`src/rtl/donut_pkg.sv`:
```
// Shared geometry defaults, FSM state encoding and the tagged-pixel record
// for the donut frame reader.
package donut_pkg;

    localparam int H_ACTIVE_DEF = 400;
    localparam int V_ACTIVE_DEF = 176;
    localparam int PIX_W        = 4;
    localparam int X_W          = 9;
    localparam int Y_W          = 8;
    localparam int FRAME_PIXELS = H_ACTIVE_DEF * V_ACTIVE_DEF;
    localparam int FIFO_DEPTH   = 2;

    typedef enum logic [1:0] {
        IDLE  = 2'd0,
        RUN   = 2'd1,
        DRAIN = 2'd2
    } state_e;

    typedef struct packed {
        logic [PIX_W-1:0] data;
        logic [X_W-1:0]   x;
        logic [Y_W-1:0]   y;
        logic             sof;
        logic             eol;
        logic             eof;
    } pix_t;

endpackage

```
`src/rtl/donut_pix_fifo.sv`:
```
// Two-entry pixel FIFO with a registered head; push and pop may coincide,
// flush empties it in one cycle.
module donut_pix_fifo
    import donut_pkg::*;
(
    input  logic       clk_i,
    input  logic       rst_ni,
    input  logic       flush_i,
    input  logic       push_i,
    input  pix_t       din_i,
    input  logic       pop_i,
    output pix_t       dout_o,
    output logic [1:0] count_o
);

    pix_t       head_q, tail_q;
    logic [1:0] cnt_q;

    always_ff @(posedge clk_i or negedge rst_ni) begin
        if (!rst_ni) begin
            head_q <= '0;
            tail_q <= '0;
            cnt_q  <= 2'd0;
        end else if (flush_i) begin
            head_q <= '0;
            tail_q <= '0;
            cnt_q  <= 2'd0;
        end else begin
            case ({push_i, pop_i})
                2'b10: begin
                    if (cnt_q == 2'd0) head_q <= din_i;
                    else               tail_q <= din_i;
                    cnt_q <= cnt_q + 2'd1;
                end
                2'b01: begin
                    head_q <= tail_q;
                    cnt_q  <= cnt_q - 2'd1;
                end
                2'b11: begin
                    if (cnt_q == 2'd1) begin
                        head_q <= din_i;
                    end else begin
                        head_q <= tail_q;
                        tail_q <= din_i;
                    end
                end
                default: ;
            endcase
        end
    end

    assign dout_o  = head_q;
    assign count_o = cnt_q;

endmodule

```
`src/rtl/donut_frame_reader.sv`:
```
// Streams one frame of 4-bit pixels out of a synchronous ROM with x/y and
// frame markers, credit-limited so FIFO plus in-flight reads never exceed 2.
module donut_frame_reader
    import donut_pkg::*;
#(
    parameter int          H_ACTIVE  = H_ACTIVE_DEF,
    parameter int          V_ACTIVE  = V_ACTIVE_DEF,
    parameter logic [31:0] BASE_ADDR = 32'd0
) (
    input  logic        clk_i,
    input  logic        rst_ni,
    input  logic        start_i,
    input  logic        loop_i,
    input  logic        abort_i,
    output logic        rom_cen_o,
    output logic [31:0] rom_addr_o,
    input  logic [3:0]  rom_data_i,
    output logic        pix_valid_o,
    output logic [3:0]  pix_data_o,
    output logic [8:0]  pix_x_o,
    output logic [7:0]  pix_y_o,
    output logic        pix_sof_o,
    output logic        pix_eol_o,
    output logic        pix_eof_o,
    input  logic        pix_ready_i,
    output logic        busy_o,
    output logic        frame_done_o
);

    state_e         state_q, state_d;
    logic [X_W-1:0] x_q;
    logic [Y_W-1:0] y_q;
    logic [31:0]    addr_q;
    logic           infl_q;
    logic [X_W-1:0] tag_x_q;
    logic [Y_W-1:0] tag_y_q;
    logic           tag_sof_q, tag_eol_q, tag_eof_q;

    pix_t       rx_pix, fifo_head, pix;
    logic [1:0] fifo_cnt;
    logic [2:0] occ_after;
    logic       bypass, pop, fifo_pop, fifo_push, issue, last_x, last_px;

    assign last_x  = (x_q == X_W'(H_ACTIVE - 1));
    assign last_px = last_x && (y_q == Y_W'(V_ACTIVE - 1));

    always_comb begin
        rx_pix      = '0;
        rx_pix.data = rom_data_i;
        rx_pix.x    = tag_x_q;
        rx_pix.y    = tag_y_q;
        rx_pix.sof  = tag_sof_q;
        rx_pix.eol  = tag_eol_q;
        rx_pix.eof  = tag_eof_q;
    end

    // An arriving read bypasses an empty FIFO so pixel (0,0) shows the cycle
    // its data lands; it is parked in the FIFO only if not taken right away.
    assign bypass      = infl_q && (fifo_cnt == 2'd0);
    assign pix         = bypass ? rx_pix : fifo_head;
    assign pix_valid_o = infl_q || (fifo_cnt != 2'd0);
    assign pop         = pix_valid_o && pix_ready_i;
    assign fifo_pop    = pop && !bypass;
    assign fifo_push   = infl_q && !(bypass && pix_ready_i);

    assign occ_after = {1'b0, fifo_cnt} + {2'b00, infl_q} - {2'b00, pop};
    assign issue     = (state_q == RUN) && !abort_i && (occ_after < 3'(FIFO_DEPTH));

    assign rom_cen_o    = issue;
    assign rom_addr_o   = addr_q;
    assign pix_data_o   = pix.data;
    assign pix_x_o      = pix.x;
    assign pix_y_o      = pix.y;
    assign pix_sof_o    = pix.sof;
    assign pix_eol_o    = pix.eol;
    assign pix_eof_o    = pix.eof;
    assign frame_done_o = pop && pix.eof && !abort_i;
    assign busy_o       = (state_q != IDLE);

    donut_pix_fifo u_fifo (
        .clk_i   (clk_i),
        .rst_ni  (rst_ni),
        .flush_i (abort_i),
        .push_i  (fifo_push),
        .din_i   (rx_pix),
        .pop_i   (fifo_pop),
        .dout_o  (fifo_head),
        .count_o (fifo_cnt)
    );

    always_comb begin
        state_d = state_q;
        case (state_q)
            IDLE:    if (start_i) state_d = RUN;
            RUN:     if (issue && last_px && !loop_i) state_d = DRAIN;
            DRAIN:   if (frame_done_o) state_d = IDLE;
            default: state_d = IDLE;
        endcase
        if (abort_i) state_d = IDLE;
    end

    always_ff @(posedge clk_i or negedge rst_ni) begin
        if (!rst_ni) state_q <= IDLE;
        else         state_q <= state_d;
    end

    // Raster counters run alongside a linear address so no multiply is needed.
    always_ff @(posedge clk_i or negedge rst_ni) begin
        if (!rst_ni) begin
            x_q       <= '0;
            y_q       <= '0;
            addr_q    <= BASE_ADDR;
            infl_q    <= 1'b0;
            tag_x_q   <= '0;
            tag_y_q   <= '0;
            tag_sof_q <= 1'b0;
            tag_eol_q <= 1'b0;
            tag_eof_q <= 1'b0;
        end else if (abort_i) begin
            x_q    <= '0;
            y_q    <= '0;
            addr_q <= BASE_ADDR;
            infl_q <= 1'b0;
        end else begin
            infl_q <= issue;
            if (issue) begin
                tag_x_q   <= x_q;
                tag_y_q   <= y_q;
                tag_sof_q <= (x_q == '0) && (y_q == '0);
                tag_eol_q <= last_x;
                tag_eof_q <= last_px;
                if (last_x) begin
                    x_q <= '0;
                    y_q <= last_px ? '0 : y_q + Y_W'(1);
                end else begin
                    x_q <= x_q + X_W'(1);
                end
                addr_q <= last_px ? BASE_ADDR : addr_q + 32'd1;
            end
        end
    end

endmodule

```
`config.mk`:
```
export PLATFORM = sky130hd
export DESIGN_NAME = donut_frame_reader
export DESIGN_NICKNAME = d
export VERILOG_FILES = /design/src/rtl/donut_pkg.sv /design/src/rtl/donut_pix_fifo.sv /design/src/rtl/donut_frame_reader.sv
export SDC_FILE = /design/constraint.sdc
export NUM_CORES = 1
export LEC_CHECK = 0
export CAP_MARGIN = 10
export CORE_ASPECT_RATIO = 2
export CORE_MARGIN = 2
export CORE_UTILIZATION = 50
export CTS_BUF_LIST = sky130_fd_sc_hd__clkbuf_16
export CTS_CLUSTER_DIAMETER = 40
export DETAILED_ROUTE_END_ITERATION = 10
export PLACE_DENSITY = 0.71
export SLEW_MARGIN = 20
export SYNTH_ARGS = -nofsm -noshare
export SYNTH_HDL_FRONTEND = slang
export SYNTH_SLANG_ARGS = --single-unit
```
`constraint.sdc`:
```
create_clock -name clk_i -period 3.64 [get_ports clk_i]
set_input_delay 0.546 -clock clk_i [delete_from_list [all_inputs] [get_ports clk_i]]
set_output_delay 0.546 -clock clk_i [all_outputs]
set_load 0.02 [all_outputs]
```
# Word-level counts from Yosys, hierarchy flattened
# Cells that the tools add are included.
# word_totals
register_bits	122
inputBits	10
output_inout_bits	60
# classes
addsub	7
n_lt_le_gt_ge	1
eq_ne	14
mux	27
bitwise	1
reduce_logical	34
# ops
cell	count
24-bit two-way mux	7
32-bit two-way mux	3
24-bit one-hot mux with 3 select lines	1
24-bit one-hot mux with 2 select lines	1
32-bit by 1-bit adder with 32-bit output, second input constant	1
8-bit two-way mux	4
9-bit two-way mux	3
3-bit inequality test, second input constant	5
1-bit logical AND	13
2-bit two-way mux	5
9-bit by 1-bit adder with 9-bit output, second input constant	1
9-bit equality test, second input constant	1
9-bit logical NOT	1
8-bit by 1-bit adder with 8-bit output, second input constant	1
8-bit equality test, second input constant	1
8-bit logical NOT	1
2-bit nonzero test	4
2-bit by 1-bit equality test with 1-bit output, second input constant	3
2-bit equality test, second input constant	3
2-bit one-hot mux with 3 select lines	1
2-bit AND reduction	3
3-bit AND reduction	2
3-bit nonzero test	2
1-bit logical NOT	4
other kinds (12)	13

# Logic depth before layout (Yosys ltp)
# logic_depth
ltp_word	11
depth_mapped	14
ltp_nobuf	13

# Cells and area by module
# From an unflattened synthesis, not the netlist that was laid out.
# unflattened
hier_cells	713
hier_area_um2	6762.7
# modules_own_cells
module	n_inst	cells_per_inst	area_each_um2	seq_area_each_um2
donut_frame_reader	1	452	4119.0	1801.7
donut_pix_fifo	1	261	2643.8	1251.2

# Worst setup path after synthesis
# Ideal clock, no wire load.
# synth_timing
kind	register to output
start	reg u_fifo.cnt_q[1], in the netlist u_fifo.count_o[1]
end	out rom_cen_o
arrival_ns	2.965
setup_slack_ns	0.129
stages_incl_launch_ff	12
n_path_buf	1
cell_sequence	dfrtp_1 -> inv_1 -> ha_1 -> nand2_1 -> and2_1 -> ha_1 -> nand2b_1 -> fa_1 -> xnor2_1 -> nand4_1 -> inv_1 -> buf_1
# synth_via
elab_chain_len	6
# synth_lines
item	line_no	source
start: declaration	donut_pix_fifo.sv:17	logic [1:0] cnt_q;
start signal: assignment	donut_pix_fifo.sv:33	cnt_q <= cnt_q + 2'd1;
start signal: assignment	donut_pix_fifo.sv:37	cnt_q <= cnt_q - 2'd1;
2-bit nonzero test	donut_frame_reader.sv:61	assign pix_valid_o = infl_q || (fifo_cnt != 2'd0);
1-bit logical OR	donut_frame_reader.sv:61	
net pix_valid_o	donut_frame_reader.sv:18	output logic pix_valid_o,
1-bit logical AND	donut_frame_reader.sv:62	assign pop = pix_valid_o && pix_ready_i;
3-bit by 1-bit subtractor with 3-bit output	donut_frame_reader.sv:66	assign occ_after = {1'b0, fifo_cnt} + {2'b00, infl_q} - {2'b00, pop};
3-bit by 2-bit less-than comparator with 1-bit output	donut_frame_reader.sv:67	assign issue = (state_q == RUN) && !abort_i && (occ_after < 3'(FIFO_DEPTH));
1-bit logical AND	donut_frame_reader.sv:67	
end: declaration	donut_frame_reader.sv:15	output logic rom_cen_o,
# The timed path passes the listed nets, and every way through them passes these cells.

# Worst setup path after layout
# layout_timing
start	reg u_fifo.cnt_q[1], in the netlist u_fifo.count_o[1]
end	reg y_q[6]
# layout_via
elab_chain_len	8
# layout_lines
item	line_no	source
parallel branches: the longest is 3 deep, another holds 2-bit by 1-bit adder with 3-bit output	n/a	
3-bit by 1-bit subtractor with 3-bit output *	donut_frame_reader.sv:66	
3-bit by 2-bit less-than comparator with 1-bit output *	donut_frame_reader.sv:67	
1-bit logical AND *	donut_frame_reader.sv:67	
2-bit nonzero test (no source line) *	n/a	
2-bit AND reduction (no source line) *	n/a	
end signal: assignment	donut_frame_reader.sv:134	y_q <= last_px ? '0 : y_q + Y_W'(1);
end: declaration	donut_frame_reader.sv:32	logic [Y_W-1:0] y_q;
# Mark *: on every way between the ends.
# A chain may end at the register's enable or synchronous reset.

==> metrics.yaml <==
cts:
  cts_buffers: 17
  clock-root-buffer: "clkbuf_16"
  clkTransAtPathRegs_ns: 0.05
  clock_path_buffers: 2
  cts_setup_buffers: 0
  clock-sinks: 122
  ctsHtreeMaxLevel: 4
  cts_tree: "built"
  clk_latency_ns: 0.41
timing:
  fin_crit_sh_pct: 95.2
  worst_slack_ns: 0.175
  fmax_mhz: 289
  drv_slew: 0
  slew_headroom_pct: 42.2
  setup_violations: 0
  fin_worst_skew_ns: 0.00808
  tightest_slew_ns: 0.866
  tns_ns: 0
  rsz0062_at_grt: "false"
  hold_viol: 0
  period_needed_ns: 3.46
status:
  status: "complete, no violations"
routing:
  ant_nets: 0
  met1_length_um: 6230
  dr.max_layer_used: "met4"
  first_pass_iters: 5
  drt_iter0_drc: 412
  wl_met2_um: 8790
  num_vias: 5416
  route.detailed.drc: 0
  post_drt_wl_per_cell_um: 17.9
  viasPerCell: 5.95
  wl_um: 16300
  routed-wl-met3_um: 637
setup_path:
  critPathArrivalTime_ns: 3.75
  worstSetupPathType: "reg -> reg"
  r2r_slack_ns: 0.18
  path_max_fanout: 14
  cp-end-kind: "register"
  worstSetupStartpointType: "register"
  worstPathRequired_ns: 3.93
place:
  dp_hpwl_um: 11300
  dp_slack_ns: 0.0368
  portBuffers: 69
  gp_congestion: 0.933
yosys:
  synth-async-reset-ratio_pct: 100
  yosysUniqueCellTypes: 56
  synth.ff_latch_count: 122
  synth_area_um2: 6260
  synth_edf_count: 0
  synthFlopType: "dfrtp_1"
  avgSynthCellArea_um2: 9.31
  ys_warn_count: 0
  synth_cells: 673
  ys_seq_area_share_pct: 48.7
  syn_nets: 692
die:
  die_y_um: 162
  chipWidth_um: 83.2
  initial_core_util_pct: 51.4
  die_area_um2: 13500
  core_um2: 12200
  rows: 57
  io_pins: 70
grt:
  grt_usage_pct: 24.8
  grt_pass1_wl_um: 27000
  grt_pass1_vias: 5508
  antenna_found_initial: 0
  grt_overflow: 0
  grt_max_degree: 65
final_layout:
  final_util_pct: 64.2
  syn2layout_area_growth_pct: 24.9
  diodes: 0
  final_cell_mix: "nand2_1, dfrtp_1, clkdlybuf4s50_1, o21ai_0, a21oi_1"
  final_common_cell: "nand2_1"
  layout.nets: 769
  final_layout_size_suffix_gt1_share_pct: 11.8
power_and_ir_drop:
  leakagePower_nw: 3.52
  powerDensity_nw_per_um2: 568
  ir_worst_vdd_mv: 0.476
worst_hold_path:
  worstHoldPathType: "in -> async"
job:
  drv_cap: 0
-- registers in the layout, indices dropped and copies added, names as in the netlist, 2 cells and up --
name            count
u_fifo.tail_q      24
tag_x_q             9
x_q                 9
rom_addr_o         32
state_q             2
u_fifo.dout_o      24
tag_y_q             8
u_fifo.count_o      2
y_q                 8
-- synth_stat cells, drive strengths merged (5+ instances only) --
| library cell | n | share of area (%) |
|---|---|---|
| mux2 | 23 | 4.1 |
| nor3 | 14 | 1.2 |
| o21ai | 47 | 3.8 |
| and3 | 12 | 1.2 |
| nand2 | 140 | 8.4 |
| inv | 17 | 1.0 |
| nand4 | 20 | 2.1 |
| xnor2 | 10 | 1.4 |
| nor2 | 37 | 2.2 |
| and2 | 6 | 0.60 |
| or3 | 5 | 0.60 |
| mux2i | 30 | 4.8 |
| buf | 10 | 0.86 |
| a21oi | 43 | 3.4 |
| nand3 | 26 | 2.1 |
| clkbuf | 23 | 1.4 |
| a31oi | 13 | 1.3 |
| ha | 8 | 1.6 |
| xor2 | 12 | 1.7 |
| nor4 | 7 | 0.94 |
| dfrtp | 122 | 49 |
| or4 | 5 | 0.72 |
-- what timing repair did --
action                                  4_1_cts  5_1_grt
hold endpoints to repair                      0        0
hold buffers                                  0        0
resized for setup                             1        3
endpoints found under the setup margin        1        1
-- metal layers --
layer | vias up | global-route usage, %
li1 | 2534 | -
met1 | 2647 | 28.0
met2 | 190 | 44.4
met3 | 45 | 4.27
met4 | 0 | 12.5
met5 | - | 0
-- per-stage QoR --
| step | power (mW) | hold slack, ns | instance area, um2 | instances |
|---|---|---|---|---|
| after floorplan | 2.23 | 0.250 | 6260 | 673 |
| after global placement | 2.62 | 0.455 | 7190 | 878 |
| after detailed placement | 2.65 | 0.465 | 7190 | 878 |
| after CTS | 4.46 | 0.244 | 7820 | 910 |
| after global routing | 4.65 | 0.278 | 7830 | 910 |
| final | 4.44 | 0.215 | 7830 | 910 |
-- path summary, 6_finish.rpt --
| kind | endpoint | depth (start not counted) | start |
|---|---|---|---|
| worst max-delay path | y_q[6]$_DFFE_PN0P_ | 15 | u_fifo.count_o[1]$_DFFE_PN0P_ |
| worst min-delay path | u_fifo.dout_o[23]$_DFFE_PN0P_ | 1 | rst_ni |
| worst max register to register | y_q[6]$_DFFE_PN0P_ | 15 | u_fifo.count_o[1]$_DFFE_PN0P_ |
| worst min register to register | u_fifo.dout_o[9]$_DFFE_PN0P_ | 2 | u_fifo.dout_o[9]$_DFFE_PN0P_ |
| max in group asynchronous | u_fifo.dout_o[3]$_DFFE_PN0P_ | 2 | rst_ni |
| min in group clk_i | u_fifo.dout_o[9]$_DFFE_PN0P_ | 2 | u_fifo.dout_o[9]$_DFFE_PN0P_ |
-- kinds of logic after synthesis --
family	Yosys count	share of synthesized area, %
simple gates	286	21.7
compound gates	131	12.4
flops	122	48.7
mux	53	8.93
buf+inv	50	3.26
xor+xnor	22	3.08
fa+ha+maj	9	1.92
-- cell type report --
type	instances	area, um2
sequential	122	3050
fill	999	4370
multi-input combinational	501	3020
tap	147	184
clock buffer	17	425
clock inverter	15	206
inverter	17	63.8
timing repair buffer	91	873
-- report_power, final --
group | internal [mW] | switching, mW
clock network | 1.20 | 0.603
logic | 0.450 | 0.676
registers | 1.43 | 0.0859
-- critical path, stage by stage, from the launching register on --
cell,delay (ns)
dfrtp_1,0.47
inv_1,0.12
ha_1,0.17
nand2_1,0.07
and2_1,0.16
ha_1,0.26
nand2b_1,0.15
fa_1,0.42
xnor2_2,0.17
nand4_1,0.13
inv_1,0.09
buf_4,0.19
a31oi_1,0.34
buf_4,0.21
nor3_1,0.06
a311o_1,0.33
Note: power is estimated with default switching activity, not from simulation.
